`config.mk`:
```
export PLATFORM = sky130hd
export DESIGN_NAME = mul_div_unit_flat
export DESIGN_NICKNAME = d
export VERILOG_FILES = /design/src/rtl/mul_div_if.sv /design/src/rtl/mul_div_unit.sv /design/src/flat_wrapper.sv
export SDC_FILE = /design/constraint.sdc
export NUM_CORES = 1
export LEC_CHECK = 0
export BUFFER_PORTS_ARGS = -buffer_cell sky130_fd_sc_hd__buf_2
export CORE_UTILIZATION = 60
export DETAILED_ROUTE_END_ITERATION = 10
export PLACE_DENSITY = 0.76
export SLEW_MARGIN = 20
export SYNTH_ARGS = -nofsm -noshare
export SYNTH_HDL_FRONTEND = slang
export SYNTH_SLANG_ARGS = --single-unit
```
`constraint.sdc`:
```
create_clock -name CLK -period 4.3 [get_ports CLK]
set_input_delay 0.645 -clock CLK [delete_from_list [all_inputs] [get_ports CLK]]
set_output_delay 0.645 -clock CLK [all_outputs]
set_load 0.05 [all_outputs]
```
`src/rtl/mul_div_if.sv`:
```
// Request/result bundle between the controller and the multiply/divide unit.
interface mul_div_if #(
  parameter int WIDTH = 32
);
  logic             start;
  logic [2:0]       MDOp;
  logic [WIDTH-1:0] SrcA;
  logic [WIDTH-1:0] SrcB;
  logic             busy;
  logic             done;
  logic [WIDTH-1:0] HI;
  logic [WIDTH-1:0] LO;

  modport master (output start, MDOp, SrcA, SrcB, input busy, done, HI, LO);
  modport slave  (input start, MDOp, SrcA, SrcB, output busy, done, HI, LO);
endinterface

```
`src/rtl/mul_div_unit.sv`:
```
// Iterative MULT/MULTU/DIV/DIVU unit owning HI/LO; one bit per cycle on
// operand magnitudes, sign fix-up and HI/LO write in a final SIGN cycle.
module mul_div_unit #(
  parameter int WIDTH = 32,
  parameter int CNT_W = 5
) (
  input  logic      CLK,
  input  logic      RST,
  mul_div_if.slave  bus
);

  localparam logic [1:0] S_IDLE = 2'd0;
  localparam logic [1:0] S_CALC = 2'd1;
  localparam logic [1:0] S_SIGN = 2'd2;

  localparam logic [2:0] OP_MTHI = 3'b100;
  localparam logic [2:0] OP_MTLO = 3'b101;

  logic [1:0]         r_state;
  logic [CNT_W-1:0]   r_cnt;
  logic               r_is_div;
  logic               r_neg_q;
  logic               r_neg_r;
  logic               r_divz;
  logic [WIDTH-1:0]   r_opnd;
  logic [2*WIDTH-1:0] r_acc;
  logic [WIDTH-1:0]   r_hi;
  logic [WIDTH-1:0]   r_lo;
  logic               r_done;

  logic               w_arith;
  logic               w_signed;
  logic               w_a_neg;
  logic               w_b_neg;
  logic [WIDTH-1:0]   w_a_mag;
  logic [WIDTH-1:0]   w_b_mag;

  logic [WIDTH:0]     w_mul_sum;
  logic [2*WIDTH-1:0] w_mul_next;
  logic [WIDTH:0]     w_div_sh;
  logic               w_div_ok;
  logic [WIDTH:0]     w_div_diff;
  logic [2*WIDTH-1:0] w_div_next;

  logic [2*WIDTH-1:0] w_prod;
  logic [WIDTH-1:0]   w_quot;
  logic [WIDTH-1:0]   w_rem;

  assign w_arith  = bus.start && !bus.MDOp[2];
  assign w_signed = !bus.MDOp[0];
  assign w_a_neg  = w_signed && bus.SrcA[WIDTH-1];
  assign w_b_neg  = w_signed && bus.SrcB[WIDTH-1];
  assign w_a_mag  = w_a_neg ? (~bus.SrcA + 1'b1) : bus.SrcA;
  assign w_b_mag  = w_b_neg ? (~bus.SrcB + 1'b1) : bus.SrcB;

  // Multiply: acc = {partial, multiplier}; add multiplicand on LSB, shift right.
  assign w_mul_sum  = {1'b0, r_acc[2*WIDTH-1:WIDTH]} + (r_acc[0] ? {1'b0, r_opnd} : '0);
  assign w_mul_next = {w_mul_sum, r_acc[WIDTH-1:1]};

  // Divide: acc = {remainder, dividend/quotient}; a zero divisor always
  // "succeeds", leaving quotient all-ones and remainder equal to the dividend.
  assign w_div_sh   = r_acc[2*WIDTH-1:WIDTH-1];
  assign w_div_ok   = (w_div_sh >= {1'b0, r_opnd});
  assign w_div_diff = w_div_sh - {1'b0, r_opnd};
  assign w_div_next = {(w_div_ok ? w_div_diff[WIDTH-1:0] : w_div_sh[WIDTH-1:0]),
                       r_acc[WIDTH-2:0], w_div_ok};

  assign w_prod = r_neg_q ? (~r_acc + 1'b1) : r_acc;
  assign w_quot = r_divz  ? '1 :
                  (r_neg_q ? (~r_acc[WIDTH-1:0] + 1'b1) : r_acc[WIDTH-1:0]);
  assign w_rem  = r_neg_r ? (~r_acc[2*WIDTH-1:WIDTH] + 1'b1) : r_acc[2*WIDTH-1:WIDTH];

  always_ff @(posedge CLK or negedge RST) begin
    if (!RST) begin
      r_state  <= S_IDLE;
      r_cnt    <= '0;
      r_is_div <= 1'b0;
      r_neg_q  <= 1'b0;
      r_neg_r  <= 1'b0;
      r_divz   <= 1'b0;
      r_opnd   <= '0;
      r_acc    <= '0;
      r_hi     <= '0;
      r_lo     <= '0;
      r_done   <= 1'b0;
    end else begin
      r_done <= 1'b0;
      case (r_state)
        S_IDLE: begin
          if (w_arith) begin
            r_state  <= S_CALC;
            r_cnt    <= '0;
            r_is_div <= bus.MDOp[1];
            r_neg_q  <= w_a_neg ^ w_b_neg;
            r_neg_r  <= w_a_neg;
            r_divz   <= bus.MDOp[1] && (bus.SrcB == '0);
            r_opnd   <= bus.MDOp[1] ? w_b_mag : w_a_mag;
            r_acc    <= {{WIDTH{1'b0}}, (bus.MDOp[1] ? w_a_mag : w_b_mag)};
          end else if (bus.start && bus.MDOp == OP_MTHI) begin
            r_hi <= bus.SrcA;
          end else if (bus.start && bus.MDOp == OP_MTLO) begin
            r_lo <= bus.SrcA;
          end
        end
        S_CALC: begin
          r_acc <= r_is_div ? w_div_next : w_mul_next;
          r_cnt <= r_cnt + 1'b1;
          if (r_cnt == CNT_W'(WIDTH-1)) r_state <= S_SIGN;
        end
        S_SIGN: begin
          r_state <= S_IDLE;
          r_done  <= 1'b1;
          if (r_is_div) begin
            r_hi <= w_rem;
            r_lo <= w_quot;
          end else begin
            r_hi <= w_prod[2*WIDTH-1:WIDTH];
            r_lo <= w_prod[WIDTH-1:0];
          end
        end
        default: r_state <= S_IDLE;
      endcase
    end
  end

  assign bus.busy = (r_state != S_IDLE);
  assign bus.done = r_done;
  assign bus.HI   = r_hi;
  assign bus.LO   = r_lo;

endmodule

```
`src/flat_wrapper.sv`:
```
// flat-port wrapper written by rule: the top's interface ports become plain ports
module mul_div_unit_flat 
#(
  parameter int WIDTH = 32,
  parameter int CNT_W = 5
)
  (CLK, RST, bus_start, bus_MDOp, bus_SrcA, bus_SrcB, bus_busy, bus_done, bus_HI, bus_LO);
  mul_div_if #(.WIDTH(WIDTH)) bus_i ();
  input  logic CLK;
  input  logic RST;
  input wire logic [$bits(bus_i.start)-1:0] bus_start;
  input wire logic [$bits(bus_i.MDOp)-1:0] bus_MDOp;
  input wire logic [$bits(bus_i.SrcA)-1:0] bus_SrcA;
  input wire logic [$bits(bus_i.SrcB)-1:0] bus_SrcB;
  output wire logic [$bits(bus_i.busy)-1:0] bus_busy;
  output wire logic [$bits(bus_i.done)-1:0] bus_done;
  output wire logic [$bits(bus_i.HI)-1:0] bus_HI;
  output wire logic [$bits(bus_i.LO)-1:0] bus_LO;
  assign bus_i.start = bus_start;
  assign bus_i.MDOp = bus_MDOp;
  assign bus_i.SrcA = bus_SrcA;
  assign bus_i.SrcB = bus_SrcB;
  assign bus_busy = bus_i.busy;
  assign bus_done = bus_i.done;
  assign bus_HI = bus_i.HI;
  assign bus_LO = bus_i.LO;
  mul_div_unit #(.WIDTH(WIDTH), .CNT_W(CNT_W)) u_core (.CLK(CLK), .RST(RST), .bus(bus_i));
endmodule
```
# [Word-level counts from Yosys, hierarchy flattened]
# Index checks and enable logic that the tools add are counted.
[word_totals] regBits=172 latch_bits=0 mem_bits_rw=0 mem_bits_ro=0 in_bits=70 output_inout_bits=66 elab_cells=83 memories=0
[classes] add_sub_neg=8 n_mul=0 div_mod_pow=0 n_lt_le_gt_ge=1 n_eq_ne=11 n_shift=0 n_mux=28 bitwise_logic=6 n_reduce_logical=18
[ops] cell="$mux 32" n=16
[ops] cell="$mux 64" n=3
[ops] cell="$add 32x1->32 const B" n=4
[ops] cell="$not 32->32" n=4
[ops] cell="$pmux 32 s2" n=2
[ops] cell="$pmux 64 s2" n=1
[ops] cell="$add 64x1->64 const B" n=1
[ops] cell="$not 64->64" n=1
[ops] cell="$add 32x32->33" n=1
[ops] cell="$ge 33x32->1" n=1
[ops] cell="$logic_not 32->1" n=1
[ops] cell="$sub 32x32->32" n=1
[ops] cell="$pmux 5 s2" n=1
[ops] cell="$ne 2x1->1 const B" n=4
[ops] cell="$eq 3x3->1 const B" n=2
[ops] cell="$logic_and 1x1->1" n=6
[ops] cell="$reduce_and 2->1" n=3
[ops] cell="$reduce_bool 2->1" n=3
[ops] cell="$add 5x1->5 const B" n=1
[ops] cell="$eq 5x5->1 const B" n=1
[ops] cell="$mux 5" n=1
[ops] cell="$mux 2" n=2
[ops] cell="$ne 2x2->1 const B" n=2
[ops] cell="$pmux 2 s2" n=1
[ops] cell="8 further kinds" n=9

# [Depth between registers and ports, before layout]
[logic_depth] ltp_word=6 depth_mapped=15 depth_no_buf=13

# [Worst setup path after synthesis]
# Ideal clock, no wire load.
[synth_timing] kind="reg2reg" from="reg u_core.r_acc[0]" to="reg u_core.r_acc[59]" setup_ps=69 t_arrival_ps=3121 t_required_ps=4231 setup_slack_ps=1110 path_stages_with_launch=14 path_buffers=2 period_less_slack_ps=3190 path_cell_list="dfrtp_1 inv_1 clkbuf_1 nor2_1 ha_1 buf_2 a2111o_1 o21ai_0 o31ai_2 nand4_1 a31oi_1 or4b_1 a31o_2 nand3_1"
[synth_via] elab_chain_len=4
[synth_lines] element="from (decl)" line="mul_div_unit.sv:26" text="logic [2*WIDTH-1:0] r_acc;"
[synth_lines] element="from (signal assigned)" line="mul_div_unit.sv:98" text="r_acc <= {{WIDTH{1'b0}}, (bus.MDOp[1] ? w_a_mag : w_b_mag)};"
[synth_lines] element="from (signal assigned)" line="mul_div_unit.sv:106" text="r_acc <= r_is_div ? w_div_next : w_mul_next;"
[synth_lines] element="$mux 32" line="mul_div_unit.sv:57" text="assign w_mul_sum = {1'b0, r_acc[2*WIDTH-1:WIDTH]} + (r_acc[0] ? {1'b0, r_opnd} : '0);"
[synth_lines] element="$add 32x32->33" line="mul_div_unit.sv:57"
[synth_lines] element="$mux 64" line="mul_div_unit.sv:106"
[synth_lines] element="$pmux 64 s2" line="mul_div_unit.sv:88" text="case (r_state)"
# Every way passes these cells.
# A chain may end at the register's enable or synchronous reset.

# [Final worst setup path]
[layout_timing] from="reg u_core.r_acc[0]" to="reg u_core.r_acc[62]"
# Same word-level chain as after synthesis.

==> flow_metrics.py <==
metrics = {
    "placement": {
        "place.gp.congestion": 1.02,
        "dp_hpwl_um": 40100,
        "numPortBuffers": 135,
        "dpl-instance-area_um2": 16000,
        "placed_cells": 2293,
    },
    "critical_path": {
        "slowest_delay_ns": 0.46,
        "critPathTopFamily": "simple AND/OR/NAND/NOR gates",
        "cp-startpoint": "u_core.r_acc[0]",
        "regToRegStartpoint": "u_core.r_acc[0]",
        "path_buf_inv": 2,
        "cp-end-kind": "flop",
        "required_ns": 4.63,
        "crit_type": "flop to flop",
        "crit_top_cell": "nor4_1",
        "start_kind": "flop",
        "crit_chain": "inv_1, buf_4, nor2_1, ha_1, a21oi_1, o21ai_0, nor4_1, o311ai_0, nand2_1, nor4_1, or4_1, a21o_1, a32o_1",
        "crit_path_max_fanout": 18,
        "crit_path_top_delay_cell": "dfrtp_1",
        "arrival_ns": 4.21,
    },
    "outcome": {
        "status": "finished, final reports clean",
    },
    "yosys": {
        "synth_commonest_cells": "o21ai_0 (205), nand2_1 (184), a21oi_1 (173)",
        "synth-edff-count": 0,
        "avgSynthCellArea_um2": 7.83,
        "synth-main-ff-cell": "dfrtp_1",
        "yosys_register_bits": 172,
        "ys_async_sr_fraction_pct": 100,
        "syn_area_um2": 15000,
        "syn-num-nets": 2063,
        "synth_most_common_cell": "o21ai_0",
        "ys_seq_area_share_pct": 28.6,
        "synth_top_area_share_pct": 28.6,
        "netlist-cell-type-count": 80,
        "yosys_warnings": 0,
        "syn_inst": 1921,
        "synth_top_area_cell": "dfrtp_1",
        "yosys-top-cells-area": "dfrtp_1 (29%), o21ai_0 (6.8%), xnor2_1 (6.6%), ha_1 (5.8%), a21oi_1 (5.8%)",
    },
    "clock_tree": {
        "cts_buffer_depth": 2,
        "h-tree-depth": 4,
        "cts_num_sinks": 172,
        "clk_latency_ns": 0.45,
        "cts_made_buffers": 17,
        "root_buffer": "clkbuf_16",
        "clk_pin_slew_worst_paths_ns": 0.08,
        "cts_hold_buf": 0,
        "cts_tree": "done",
        "post_cts_buffers": 0,
        "ctsResizeCount": 0,
    },
    "power": {
        "vdd_drop_max_v": 0.000615,
        "switching_share_pct": 54.2,
        "p_seq_share_pct": 20.1,
        "clkPwrFrac_pct": 9.7,
        "power-per-cell-area_nw_per_um2": 982,
        "comb_power_share_pct": 70.2,
        "p_leak_nw": 7.17,
        "p_switching_mw": 8.81,
        "p_int_mw": 7.45,
    },
    "global_routing": {
        "grt_pass1_vias": 13700,
        "antenna_found_initial": 1,
        "track_usage_pct": 40.7,
        "top_usage_layer": "met1",
        "grt_remaining_overflow": 0,
        "grt_use_met1_pct": 58.7,
        "use_met2_pct": 58.0,
        "grt_pass1_wl_um": 79800,
        "grt_max_degree": 100,
        "met3_usage_pct": 10.3,
    },
    "detailed_routing": {
        "vias_per_cell": 6.67,
        "routed_wl_um": 52400,
        "drtPass1Iterations": 8,
        "vias": 15500,
        "wl_per_cell_um": 22.5,
        "drt-initial-drc-count": 2131,
        "drc": 0,
        "ant_nets": 0,
    },
    "timing": {
        "worst_pin_slew_ns": 1.14,
        "maxSlewViolCount": 0,
        "setup_violations": 0,
        "finalSetupTns_ns": 0,
        "relSlewSlack_pct": 24.2,
        "fin_crit_ns": 3.87,
        "fin_crit_sh_pct": 90.1,
        "fmax_mhz": 258,
        "finClkSkew_ns": 0.0188,
        "final-hold-violation-count": 0,
        "rsz0062_at_grt": "no",
    },
    "die": {
        "ios": 136,
        "dieHeight_um": 160,
        "start_util_pct": 61.5,
        "die_x_um": 160,
        "rows": 57,
        "dieArea_um2": 25700,
        "core_area_um2": 24500,
    },
    "flow_run": {
        "maxCapViolCount": 0,
    },
    "layout": {
        "area_growth_pct": 10.1,
        "fillers": 2085,
        "final_area_um2": 16600,
        "layoutNonFillerInstCount": 2326,
        "post-route-util_pct": 67.7,
        "drive_gt1_share_pct": 13.1,
        "finalNetCount": 2130,
    },
    "hold_path": {
        "hold_class": "input pin to asynchronous set/reset pin",
    },
}
-- cell families after synthesis --
group / Yosys count / synth area share (%)
mux: 61 / 4.12
fa+ha+maj: 72 / 6.09
simple gates: 587 / 19.0
buf+inv: 197 / 5.10
xor+xnor: 170 / 9.89
flops: 172 / 28.6
compound gates: 662 / 27.2
-- worst paths after layout --
kind                                          end  slack [ns]  depth (start not counted)
worst max-delay path             u_core.r_acc[62]        0.43                         13
worst min-delay path            u_core.bus.HI[26]        0.17                          1
worst max register to register   u_core.r_acc[62]        0.43                         13
worst min register to register  u_core.bus.LO[23]        0.48                          2
max in group asynchronous        u_core.bus.LO[6]        3.12                          2
min in group CLK                u_core.bus.LO[23]        0.48                          2
-- metal layers --
layer	vias to the layer above	routed length, um
li1	7126	-
met1	7344	22500
met2	939	21400
met3	116	6470
met4	0	2010
met5	-	0
-- power groups by stage --
| stage | Combinational [mW] | Clock [mW] | Sequential, mW |
|---|---|---|---|
| floorplan | 7.38 | 0 | 4.03 |
| global placement | 11.0 | 0 | 3.23 |
| detailed placement | 11.1 | 0 | 3.25 |
| CTS | 11.2 | 1.59 | 3.22 |
| global route | 12.4 | 1.65 | 3.34 |
| finish | 11.4 | 1.58 | 3.27 |
-- sequential cells by signal, indices dropped and copies added, names as in the netlist --
register         cells
u_core.r_acc        64
u_core.bus.HI       32
u_core.bus.LO       32
u_core.r_opnd       32
u_core.r_cnt         5
u_core.r_state       2
u_core.bus.done      1
u_core.r_divz        1
u_core.r_is_div      1
u_core.r_neg_q       1
u_core.r_neg_r       1
-- worst reg2reg max path: stages (launching register included) --
cell and delay, ns:
dfrtp_1 0.46, inv_1 0.44, buf_4 0.33, nor2_1 0.08, ha_1 0.38, a21oi_1 0.19, o21ai_0 0.15, nor4_1 0.25
o311ai_0 0.30, nand2_1 0.21, nor4_1 0.08, or4_1 0.46, a21o_1 0.19, a32o_1 0.24
-- final cells by class --
cell class	instances	area [um^2]	share of cell area, %
multi-input combinational	1552	10000	60.3
sequential	172	4310	26.0
timing repair buffer	180	1030	6.23
clock buffer	18	439	2.65
tap	324	405	2.45
inverter	65	244	1.47
clock inverter	14	144	0.868
antenna	1	2.50	0.0151
-- through the flow --
step	total power, mW	worst slack, ns	hold WS, ns
3_3_place_gp	14.2	0.630	0.455
4_1_cts	16.0	0.486	0.203
6_report	16.3	0.426	0.170
3_5_place_dp	14.4	0.488	0.465
2_1_floorplan	11.4	1.11	0.349
5_1_grt	17.4	0.0736	0.214
-- layout by cell type, fill, tap and decap left out, types with 6 or more instances in the layout --
cell       count
inv_1         63
dfrtp_1      171
nand4_1       14
or2_2         10
buf_2        134
nand2_1      184
nand2b_1      17
mux2i_1       54
mux2_2         7
o21ai_0      205
o41ai_1       12
o31ai_1       22
or3_1         23
or4_1         11
nand4b_1       6
a31oi_1       18
a211oi_1      54
xor2_1        57
a21oi_1      173
o211ai_1      20
clkbuf_16     17
and2_1         9
a21o_1        33
buf_4         44
nor4_1        11
o21ai_1        6
nor3_1        47
and3_1        20
a22oi_1       18
ha_1          70
nor2_1       161
nand3_1       33
xnor2_1      113
o21a_1         8
nor2b_1        7
o22ai_1       31
Power figures use the tool's default switching activity.
